### src/rtl/rst_seq.sv
// rst_seq: system reset sequencer; gathers watchdog, button and software
// restart requests, stretches them into sys_rst, then blanks new triggers
// for a number of ticks. A cause/count register survives sys_rst.
//
// Ports:
//   clk        system clock
//   rst        power-on reset, asynchronous, active-high
//   tick       one-cycle pulse, nominally 1 ms
//   wdog_trig  watchdog trigger, synchronous level
//   ext_trig   external reset button, asynchronous, active-high
//   stb/we     bus strobe / write enable, data_in write data
//   data_out   read data {16'b0, count, 4'b0, cause}
//   ack        bus acknowledge (= stb)
//   sys_rst    stretched system reset, active-high
//   cause      cause register: [0] power-on [1] watchdog [2] external [3] software
//
// Optional feature: define RST_SEQ_DEBOUNCE_EN to debounce ext_trig on tick
// (DEBOUNCE_TICKS consecutive high samples); otherwise the synchronized
// rising edge is used directly.
module rst_seq #(
    parameter int HOLD_CYCLES    = 16,
    parameter int BLANK_TICKS    = 8,
    parameter int DEBOUNCE_TICKS = 4
) (
    input  logic        clk,
    input  logic        rst,
    input  logic        tick,
    input  logic        wdog_trig,
    input  logic        ext_trig,
    input  logic        stb,
    input  logic        we,
    input  logic [31:0] data_in,
    output logic [31:0] data_out,
    output logic        ack,
    output logic        sys_rst,
    output logic [3:0]  cause
);
    if (HOLD_CYCLES < 1 || BLANK_TICKS < 1 || DEBOUNCE_TICKS < 1) begin : g_bad_param
        $error("rst_seq: HOLD_CYCLES, BLANK_TICKS and DEBOUNCE_TICKS must be >= 1");
    end

    typedef enum logic [1:0] {IDLE, HOLD, BLANK} state_t;

    localparam int HW = $clog2(HOLD_CYCLES + 1);
    localparam int BW = $clog2(BLANK_TICKS + 1);
    localparam logic [HW-1:0] HOLD_LAST  = HW'(HOLD_CYCLES - 1);
    localparam logic [BW-1:0] BLANK_LAST = BW'(BLANK_TICKS - 1);

    state_t        state_q, state_d;
    logic [HW-1:0] hold_q, hold_d;
    logic [BW-1:0] blank_q, blank_d;
    logic [3:0]    cause_q, cause_d;
    logic [7:0]    count_q, count_d;
    logic [1:0]    sync_q;
    logic          ext_edge, wr, sw_req, clr, trig;
    logic [3:0]    cause_base;
    logic [7:0]    count_base;
    logic          unused_data;

    assign unused_data = ^data_in[31:2];

    // Writes during blanking are acknowledged but have no effect.
    assign wr     = stb & we & (state_q != BLANK);
    assign sw_req = wr & data_in[0];
    assign clr    = wr & data_in[1];
    assign trig   = wdog_trig | ext_edge | sw_req;

    always_ff @(posedge clk or posedge rst) begin
        if (rst) sync_q <= '0;
        else     sync_q <= {sync_q[0], ext_trig};
    end

`ifdef RST_SEQ_DEBOUNCE_EN
    localparam int DW = $clog2(DEBOUNCE_TICKS + 1);
    localparam logic [DW-1:0] DEB_LAST = DW'(DEBOUNCE_TICKS - 1);
    localparam logic [DW-1:0] DEB_FULL = DW'(DEBOUNCE_TICKS);
    logic [DW-1:0] db_q, db_d;
    // Fires on the tick that completes the run; the counter then parks at
    // DEB_FULL so a held button cannot fire again until a low sample.
    assign ext_edge = tick & sync_q[1] & (db_q == DEB_LAST);
    always_comb begin
        db_d = !tick ? db_q : !sync_q[1] ? '0 : (db_q == DEB_FULL) ? db_q : db_q + DW'(1);
    end
    always_ff @(posedge clk or posedge rst) begin
        if (rst) db_q <= '0;
        else     db_q <= db_d;
    end
`else
    logic prev_q;
    assign ext_edge = sync_q[1] & ~prev_q;
    always_ff @(posedge clk or posedge rst) begin
        if (rst) prev_q <= 1'b0;
        else     prev_q <= sync_q[1];
    end
`endif

    always_ff @(posedge clk or posedge rst) begin
        if (rst) begin
            state_q <= HOLD;
            hold_q  <= '0;
            blank_q <= '0;
            cause_q <= 4'b0001;
            count_q <= '0;
        end else begin
            state_q <= state_d;
            hold_q  <= hold_d;
            blank_q <= blank_d;
            cause_q <= cause_d;
            count_q <= count_d;
        end
    end

    always_comb begin
        state_d = state_q;
        case (state_q)
            IDLE:    state_d = trig ? HOLD : IDLE;
            HOLD:    state_d = (hold_q == HOLD_LAST) ? BLANK : HOLD;
            BLANK:   state_d = (tick && blank_q == BLANK_LAST) ? IDLE : BLANK;
            default: state_d = IDLE;
        endcase
    end

    // Counters restart from zero whenever their state is (re)entered.
    // A clear in the same write as a software request lands first, so the
    // request is then recorded on top of the cleared register.
    always_comb begin
        hold_d     = (state_q == HOLD && state_d == HOLD) ? hold_q + HW'(1) : '0;
        blank_d    = (state_q == BLANK && state_d == BLANK) ? blank_q + BW'(tick) : '0;
        cause_base = clr ? 4'b0 : cause_q;
        count_base = clr ? 8'b0 : count_q;
        cause_d    = (state_q == IDLE && trig) ? cause_base | {sw_req, ext_edge, wdog_trig, 1'b0} : cause_base;
        count_d    = (state_q == IDLE && trig && count_base != 8'hff) ? count_base + 8'd1 : count_base;
    end

    always_comb begin
        sys_rst  = (state_q == HOLD);
        ack      = stb;
        cause    = cause_q;
        data_out = (stb && !we) ? {16'b0, count_q, 4'b0, cause_q} : 32'b0;
    end
endmodule

### config.mk
export PLATFORM = sky130hd
export DESIGN_NAME = rst_seq
export DESIGN_NICKNAME = d
export VERILOG_FILES = /design/src/rtl/rst_seq.sv
export SDC_FILE = /design/constraint.sdc
export NUM_CORES = 1
export LEC_CHECK = 0
export CAP_MARGIN = 10
export CORE_MARGIN = 5
export CORE_UTILIZATION = 39
export DETAILED_ROUTE_END_ITERATION = 12
export HOLD_SLACK_MARGIN = 0.02
export PLACE_DENSITY = 0.79
export SETUP_SLACK_MARGIN = 0.05
export SLEW_MARGIN = 10
export SYNTH_ARGS = -nofsm -noshare
export SYNTH_HDL_FRONTEND = slang
export SYNTH_SLANG_ARGS = --single-unit
### constraint.sdc
create_clock -name clk -period 2.9 [get_ports clk]
set_input_delay 0.435 -clock clk [delete_from_list [all_inputs] [get_ports clk]]
set_output_delay 0.435 -clock clk [all_outputs]
set_load 0.03 [all_outputs]
=== Word level (Yosys, flattened, before mapping) ===
Cells that the tools add are included.

* Register bits after elaboration: 26
* Latch bits: 0
* Bits in writable memories: 0
* ROM bits: 0
* Input bits: 39
* Output and inout bits: 38
* Logic and storage cells: 46
* Memories kept: 0

* Add/subtract/negate cells: 3
* Multipliers: 0
* Div/mod/pow operators: 0
* Order comparisons: 0
* Equality and inequality tests: 8
* Shifts and indexed selects: 0
* Muxes and demuxes: 11
* Bitwise gates (word level): 9
* Reduce and logical (&&, ||, !) cells: 8

{| class="wikitable"
|+ Operator list
! kind !! number
|-
| 16-bit two-way mux || 1
|-
| 8-bit two-way mux || 2
|-
| 4-bit two-way mux || 3
|-
| 8-bit by 1-bit adder with 8-bit output, second input constant || 1
|-
| 8-bit inequality test, second input constant || 1
|-
| 1-bit logical AND || 6
|-
| 2-bit case mux with 3 select lines || 1
|-
| 5-bit by 1-bit adder with 5-bit output, second input constant || 1
|-
| 1-bit AND || 5
|-
| 5-bit by 4-bit == test with 1-bit output, second input constant || 1
|-
| 5-bit two-way mux || 1
|-
| 4-bit by 1-bit adder with 4-bit output || 1
|-
| 2-bit by 1-bit == test with 1-bit output, second input constant || 2
|-
| 2-bit == test, second input constant || 2
|-
| 4-bit by 3-bit == test with 1-bit output, second input constant || 1
|-
| 2-bit two-way mux || 2
|-
| 4-bit OR || 1
|-
| 2-bit logical NOT || 1
|-
| 2-bit inequality test, second input constant || 1
|-
| 1-bit OR || 2
|-
| 1-bit logical NOT || 1
|-
| 1-bit two-way mux || 1
|-
| 1-bit inverter || 1
|}

=== Logic depth before layout (Yosys ltp) ===
Gate-level depths: netlist (run 1).

* Word-level depth: 9
* Mapped depth: 8
* Mapped depth without buffers: 8

=== Worst setup path after synthesis (run 1) ===
Ideal clock, no wire load.

* Path type: reg2reg
* Start point: register state_q[0]
* End point: register count_q[5]
* Setup time: 0.077 ns
* Data arrival time: 1.990 ns
* Required time: 2.823 ns
* Slack: 0.833 ns
* Stages on the path, launching flop included: 9
* Cell sequence: dfstp_2 > nand2b_1 > nand2b_1 > and2_1 > ha_1 > nand3_1 > nor2_1 > or4_1 > a21oi_1

* Longest elaborated chain between the ends: 7

{| class="wikitable"
|+ Ends and longest elaborated chain
! element !! line !! RTL
|-
| start: declaration || 49 || <nowiki>state_t state_q, state_d;</nowiki>
|-
| start signal: assignment || 105 || <nowiki>state_q <= state_d;</nowiki>
|-
| parallel branches: the longest is 6 deep, another holds 8-bit by 1-bit adder with 8-bit output || - ||
|-
| 8-bit two-way mux * || 132 || <nowiki>count_d = (state_q == IDLE && trig && count_base != 8'hff) ? count_base + 8'd1 : count_base;</nowiki>
|-
| via count_d[5] || 53 || <nowiki>logic [7:0] count_q, count_d;</nowiki>
|-
| end signal: assignment || 109 || <nowiki>count_q <= count_d;</nowiki>
|-
| end: declaration || 53 ||
|}

Mark *: on every way through the listed nets, which the timed path passes.

=== Worst setup path after layout (run 1) ===
* Start point: input stb
* End point: output data_out[8]

* Longest elaborated chain between the ends: 2

{| class="wikitable"
|+ Ends and longest elaborated chain
! element !! line !! RTL
|-
| start: declaration || 30 || <nowiki>input logic stb,</nowiki>
|-
| 1-bit logical AND || 139 || <nowiki>data_out = (stb && !we) ? {16'b0, count_q, 4'b0, cause_q} : 32'b0;</nowiki>
|-
| 16-bit two-way mux || 139 ||
|-
| end: declaration || 33 || <nowiki>output logic [31:0] data_out,</nowiki>
|}

No other way between the ends.

==> impl_results.md, run 1 <==
* Cts hold-fix bufs at 0
* CP Launch Type: input pin
* Antenna-violating nets left at 0
* Tmin final at 2.55 ns
* Root buffer cell: clkbuf_8
* Mapped Avg Cell Area at 9.98 um^2
* Maxcap violations at 0
* Largest cells by area after synthesis: dfrtp_1 41%, buf_4 11%, and2_1 8.2%
* Number of diodes at 0
* Largest area contributor in the netlist: dfrtp_1
* First-pass GRT wire length at 4110 um
* Clock Pin Slew Worst Setup and Hold Paths at 0.08 ns
* Core ar. at 0.00363 mm^2
* Primary FF master, synth: dfrtp_1
* RSZ-0062 raised after global routing: false
* Vias in the first global route at 933
* CTS tree: yes
* Yosys Warn Count at 0
* Status: finished, final reports clean
* Synth-to-Final Area Change at 20.3%
* Die Ht at 70.9 um
* Congestion Overflow GR at 0
* Drt via density at 4.62
* Most instantiated library cell after synthesis: dfrtp_1
* Die Wd at a little over 70 um
* Commonest cells post-synth: 24 x dfrtp_1, 21 x buf_4, 19 x and2_1
* # port buffers at 26
* Crit path DAT at approximately 2.1 ns
* Post-synth cell types at 41
* Total chip power at 1.14 mW
* Final setup vio count at 0
* Routed wire per std cell at 11.4 um
* Post-Route WL at approximately 2500 um
* Hold WS at 0.353 ns
* Critical path required time at 2.47 ns
* Drt drc at 0
* Initial antenna violation count at 0
* Cells after synthesis at 145
* Clk_skew at 0.00649 ns
* Initial Util at about two fifths
* Global Route Usage Sum at 9.96%
* Final instance area at around 0.0017 mm^2
* Layout cells sized above 1 at 7.47%
* Cells resized by post-CTS repair at 0
* Fmax achieved at between 300 and 400 MHz
* Post-CTS setup buffer count at 0
* CTS H-Tree Depth at 1
* Fraction of registers with async set or reset after synthesis at 100%
* Final nets at between 200 and 250
* Area share of the largest cell type after synthesis at 41.5%
* Seq/Total Area, Yosys at 45.1%
* Cell Area, Synth at ~0.0014 mm^2
* TritonCTS sink count at 26
* I/O pins at 77
* Crit. End Element: output port
* Peak supply drop at 0.000427 V
* Worst-Skew Late Latency at 0.27 ns
* Cts bufs inserted at 3
* Via count at 1025
* HPWL Detailed at 1960 um
* Kind of critical path: input pin to output port
* Core Util, Final at 47.9%
* Flops & latches, synth at 26
* Placed cell area at 0.00170 mm^2
* Pwr/cell area at ~650 mW/mm^2
* Largest net degree at the start of global routing at 27
* Fin. Hold Viols at 0
* Bufs on Longest Clock Path at 2
* Final setup TNS at 0 ns
* Initial DRC count at 48
* # rows at 22
* Leak pwr at around 0.80 nW
* EDFF count, synth at 0
* Tcrit/Tclk final at 87.9%
* Crit path max fanout at 12
* Hold Path Class: flop to flop
* DRT Pass-1 Iters at 4
* Final slew viol count at 0
* Die area at 0.00503 mm^2
* Placer Congestion at 0.888
## registers in the layout, summed over array words and instances (netlist names)
| signal | count |
|---|---|
| blank_q | 4 |
| cause | 4 |
| count_q | 8 |
| hold_q | 5 |
| prev_q | 1 |
| state_q | 2 |
| sync_q | 2 |
## cells by family (layout without fill, tap and decap cells)
group | after synthesis | count (layout) | share of synthesized area [%]
simple gates | 59 | 59 | 23.4
buf+inv | 30 | 40 | 13.7
flops | 26 | 26 | 45.1
compound gates | 19 | 19 | 10.0
fa+ha+maj | 5 | 5 | 4.32
xor+xnor | 4 | 4 | 2.42
other cells | 1 | 20 | 0.259
mux | 1 | 1 | 0.691
## metal layers
| metal | global-route usage, % | share of wire (%) | vias up |
|---|---|---|---|
| met1 | 11.5 | 41 | 485 |
| met2 | 17.9 | 51 | 27 |
| met5 | 0 | 0 | - |
| met3 | 3.41 | 6.9 | 2 |
| li1 | - | - | 511 |
| met4 | 1.88 | 0.24 | 0 |
## per-stage QoR
| step | instances | setup WS [ns] |
|---|---|---|
| after detailed placement | 219 | 0.206 |
| after global routing | 222 | 0.227 |
| after floorplan | 164 | 0.833 |
| after CTS | 222 | 0.323 |
| final | 222 | 0.350 |
| after global placement | 219 | 0.237 |
## area by class of cell
cell class,count,area (um^2)
multi-input combinational,108,667
inverter,6,22.5
timing repair buffer,31,298
clock buffer,3,41.3
fill,344,1890
tap,48,60.1
sequential,26,653
## final timing paths
check | startpoint | to | slack, ns | cells after the start
max | stb | data_out[8] | 0.35 | 4
min | sync_q[0] | sync_q[1] | 0.35 | 0
max reg2reg | state_q[0] | count_q[5] | 0.60 | 8
min reg2reg | sync_q[0] | sync_q[1] | 0.35 | 0
max in group asynchronous | rst | state_q[0] | 2.10 | 3
min in group asynchronous | rst | cause[3] | 0.51 | 3
## cell usage in the layout, fill, tap and decap left out, drive strengths merged, types with 3 or more instances in the layout
cell type | Yosys | final
clkdlybuf4s50 | 0 | 26
dfrtp | 24 | 24
conb | 1 | 20
and2 | 19 | 19
nor2 | 9 | 9
nand2 | 6 | 6
inv | 6 | 6
nand3 | 5 | 5
ha | 5 | 5
buf | 22 | 5
and3 | 4 | 4
a22o | 4 | 4
nor2b | 3 | 3
nand2b | 3 | 3
clkbuf | 2 | 3
## where the power goes
part,switching [mW],internal [mW],total [mW]
clock,0.107,0.0930,0.200
combinational,0.252,0.184,0.435
sequential,0.0554,0.445,0.501
## critical path, cell delays in order
cell	delay (ns)
clkdlybuf4s50_1	0.52
and2b_1	0.31
and2_1	0.18
clkdlybuf4s50_1	0.67
No activity file was read; power rests on OpenSTA's default activity.
==> run 2, diff against run 1 <==
- CELL_PAD_IN_SITES_DETAIL_PLACEMENT: not set -> 0
- CELL_PAD_IN_SITES_GLOBAL_PLACEMENT: not set -> 1
- CORE_UTILIZATION: 39 -> 28
- PLACE_DENSITY: 0.79 -> 0.78
- SKIP_LAST_GASP: not set -> 1
==> run 2 against run 1 <==
Compared with the run above: largest power group unchanged; final cell count up 11%; critical path depth is the same; first-iteration DRC count rose by 15%; non-clock buffer count is 1 higher; largest cell class unchanged; clock power up 50%; utilization shrank 12 points.
==> impl_results.md, run 2 (synthesis gave the netlist of run 1 again) <==
* Fmax achieved at 389 MHz
* Hold WS at 0.355 ns
* RSZ-0062 raised after global routing: false
* Global Route Usage Sum at 8.28%
* DRT Pass-1 Iters at 4
* CTS tree: yes
* Top sig layer: met3
* Gate power share at 35.2%
* Crit path max fanout at 12
* Tcrit/Tclk final at 88.6%
* Critical path required time at 2.47 ns
* DR WL met2 at 1190 um
* Cts hold-fix bufs at 0
* Clk pwr share at between 20% and 30%
* Placed cell area at 0.00174 mm^2
* Final setup vio count at 0
* Largest net degree at the start of global routing at 27
* Switching portion of total power at 34.0%
* Post-Route WL at 2630 um
* Fin worst setup slack at 0.330 ns
* M1 WL at 1230 um
* Maxcap violations at 0
* Die Ht at between 80 and 90 um
* Most frequent cells in the layout: 26 x clkdlybuf4s50_1, 24 x dfrtp_1, 20 x conb_1
* Root buffer cell: clkbuf_8
* Fillers at approximately 540
* Hold Path Class: flop to flop
* Antenna-violating nets left at 0
* First-pass GRT wire length at 4370 um
* Crit path DAT at 2.14 ns
* Status: finished, final reports clean
* Non-Filler Instances at 246
* Leak pwr at between 0.8 and 0.9 nW
* Initial DRC count at 55
* NetSw at 418 uW
* Die Wd at 81.9 um
* Commonest non-fill, non-tap cell in the layout: clkdlybuf4s50_1
* Number of diodes at 0
* Crit. End Element: output port
* Tmin final at 2.57 ns
* Final setup TNS at 0 ns
* Drt via density at roughly 4.1
* Max reg flops at 8
* Core ar. at 0.00507 mm^2
* Dpl ws at between 0.2 and 0.3 ns
* Initial Util at 28.5%
* P_int at 813 uW
* CP Launch Type: input pin
* Kind of critical path: input pin to output port
* Placer Congestion at 0.769
* Peak supply drop at between 0.0002 and 0.00025 V
* Biggest regs: count_q: 8 flops, hold_q: 5 flops
* TritonCTS sink count at 26
* # rows at 26
* Synth-to-Final Area Change at 24.8%
* Final instance area at about 0.0018 mm^2
* Seq pwr share at 40.5%
* Cells resized by post-CTS repair at 0
* Die area at 0.00671 mm^2
* Clock Pin Slew Worst Setup and Hold Paths at 0.09 ns
* Drt drc at 0
* Layout cells sized above 1 at roughly 8.5%
* Final nets at 221
* Pwr/cell area at 681 mW/mm^2
* Vias in the first global route at 952
* Initial antenna violation count at 0
* Routed wire per std cell at 10.7 um
* Congestion Overflow GR at 0
* Bufs on Longest Clock Path at 2
* Worst-Skew Late Latency at 0.27 ns
* HPWL Detailed at 2020 um
* Placed instance count at 242
* Post-CTS setup buffer count at 0
* Clk_skew at 0.00273 ns
* Final slew viol count at 0
* CTS H-Tree Depth at 1
* Cts bufs inserted at 3
* Detail Route met3 WL at roughly 210 um
* # port buffers at 26
* I/O pins at 77
* Via count at slightly above 1000
* Biggest register: count_q
* Fin. Hold Viols at 0
-- run 2: cell count changes in the layout (fill, tap and decap cells not counted), sizes merged --
cell,previous run,this run
bufinv,0,1
buf,5,6
-- run 2: worst paths after layout --
| kind | from | end | slack [ns] | cells after the start |
|---|---|---|---|---|
| min reg2reg | sync_q[0] | sync_q[1] | 0.36 | 0 |
| min in group asynchronous | rst | hold_q[2] | 0.51 | 3 |
| max | we | data_out[8] | 0.33 | 4 |
| max reg2reg | state_q[0] | count_q[3] | 0.67 | 9 |
| min | sync_q[0] | sync_q[1] | 0.36 | 0 |
| max in group asynchronous | rst | cause[0] | 2.11 | 3 |
-- run 2: final cells by class --
cell class / instances / area, um^2 / share of cell area (%)
Clock buffer: 3 / 41.3 / 2.29
Clock inverter: 1 / 30.0 / 1.66
Inverter: 6 / 22.5 / 1.25
Multi-Input combinational cell: 108 / 667 / 36.9
Sequential cell: 26 / 653 / 36.1
Tap cell: 70 / 87.6 / 4.85
Timing Repair Buffer: 32 / 305 / 16.9
-- run 2: power by group through the flow --
stage	sequential, mW	clock, mW	combinational [mW]
final	0.498	0.300	0.433
after global routing	0.508	0.325	0.479
after CTS	0.499	0.311	0.440
after detailed placement	0.505	0	0.439
after global placement	0.504	0	0.431
after floorplan	0.532	0	0.298
-- run 2: worst max-delay path, stage by stage --
cell and delay (ns):
clkdlybuf4s50_1 0.44, and2b_1 0.41, and2_1 0.18, clkdlybuf4s50_1 0.67
-- run 2: metal layers --
| layer | GRT usage (%) | vias to the layer above |
|---|---|---|
| met4 | 1.99 | 0 |
| met1 | 11.3 | 467 |
| li1 | - | 510 |
| met2 | 12.8 | 30 |
| met3 | 2.52 | 0 |
| met5 | 0 | - |
-- run 2: per-stage QoR --
| stage | utilization, % | power, mW |
|---|---|---|
| 2_1_floorplan | - | 0.831 |
| 3_3_place_gp | 34.2 | 0.935 |
| 3_5_place_dp | 34.2 | 0.944 |
| 4_1_cts | 35.6 | 1.25 |
| 5_1_grt | 35.6 | 1.31 |
| 6_report | 35.6 | 1.23 |
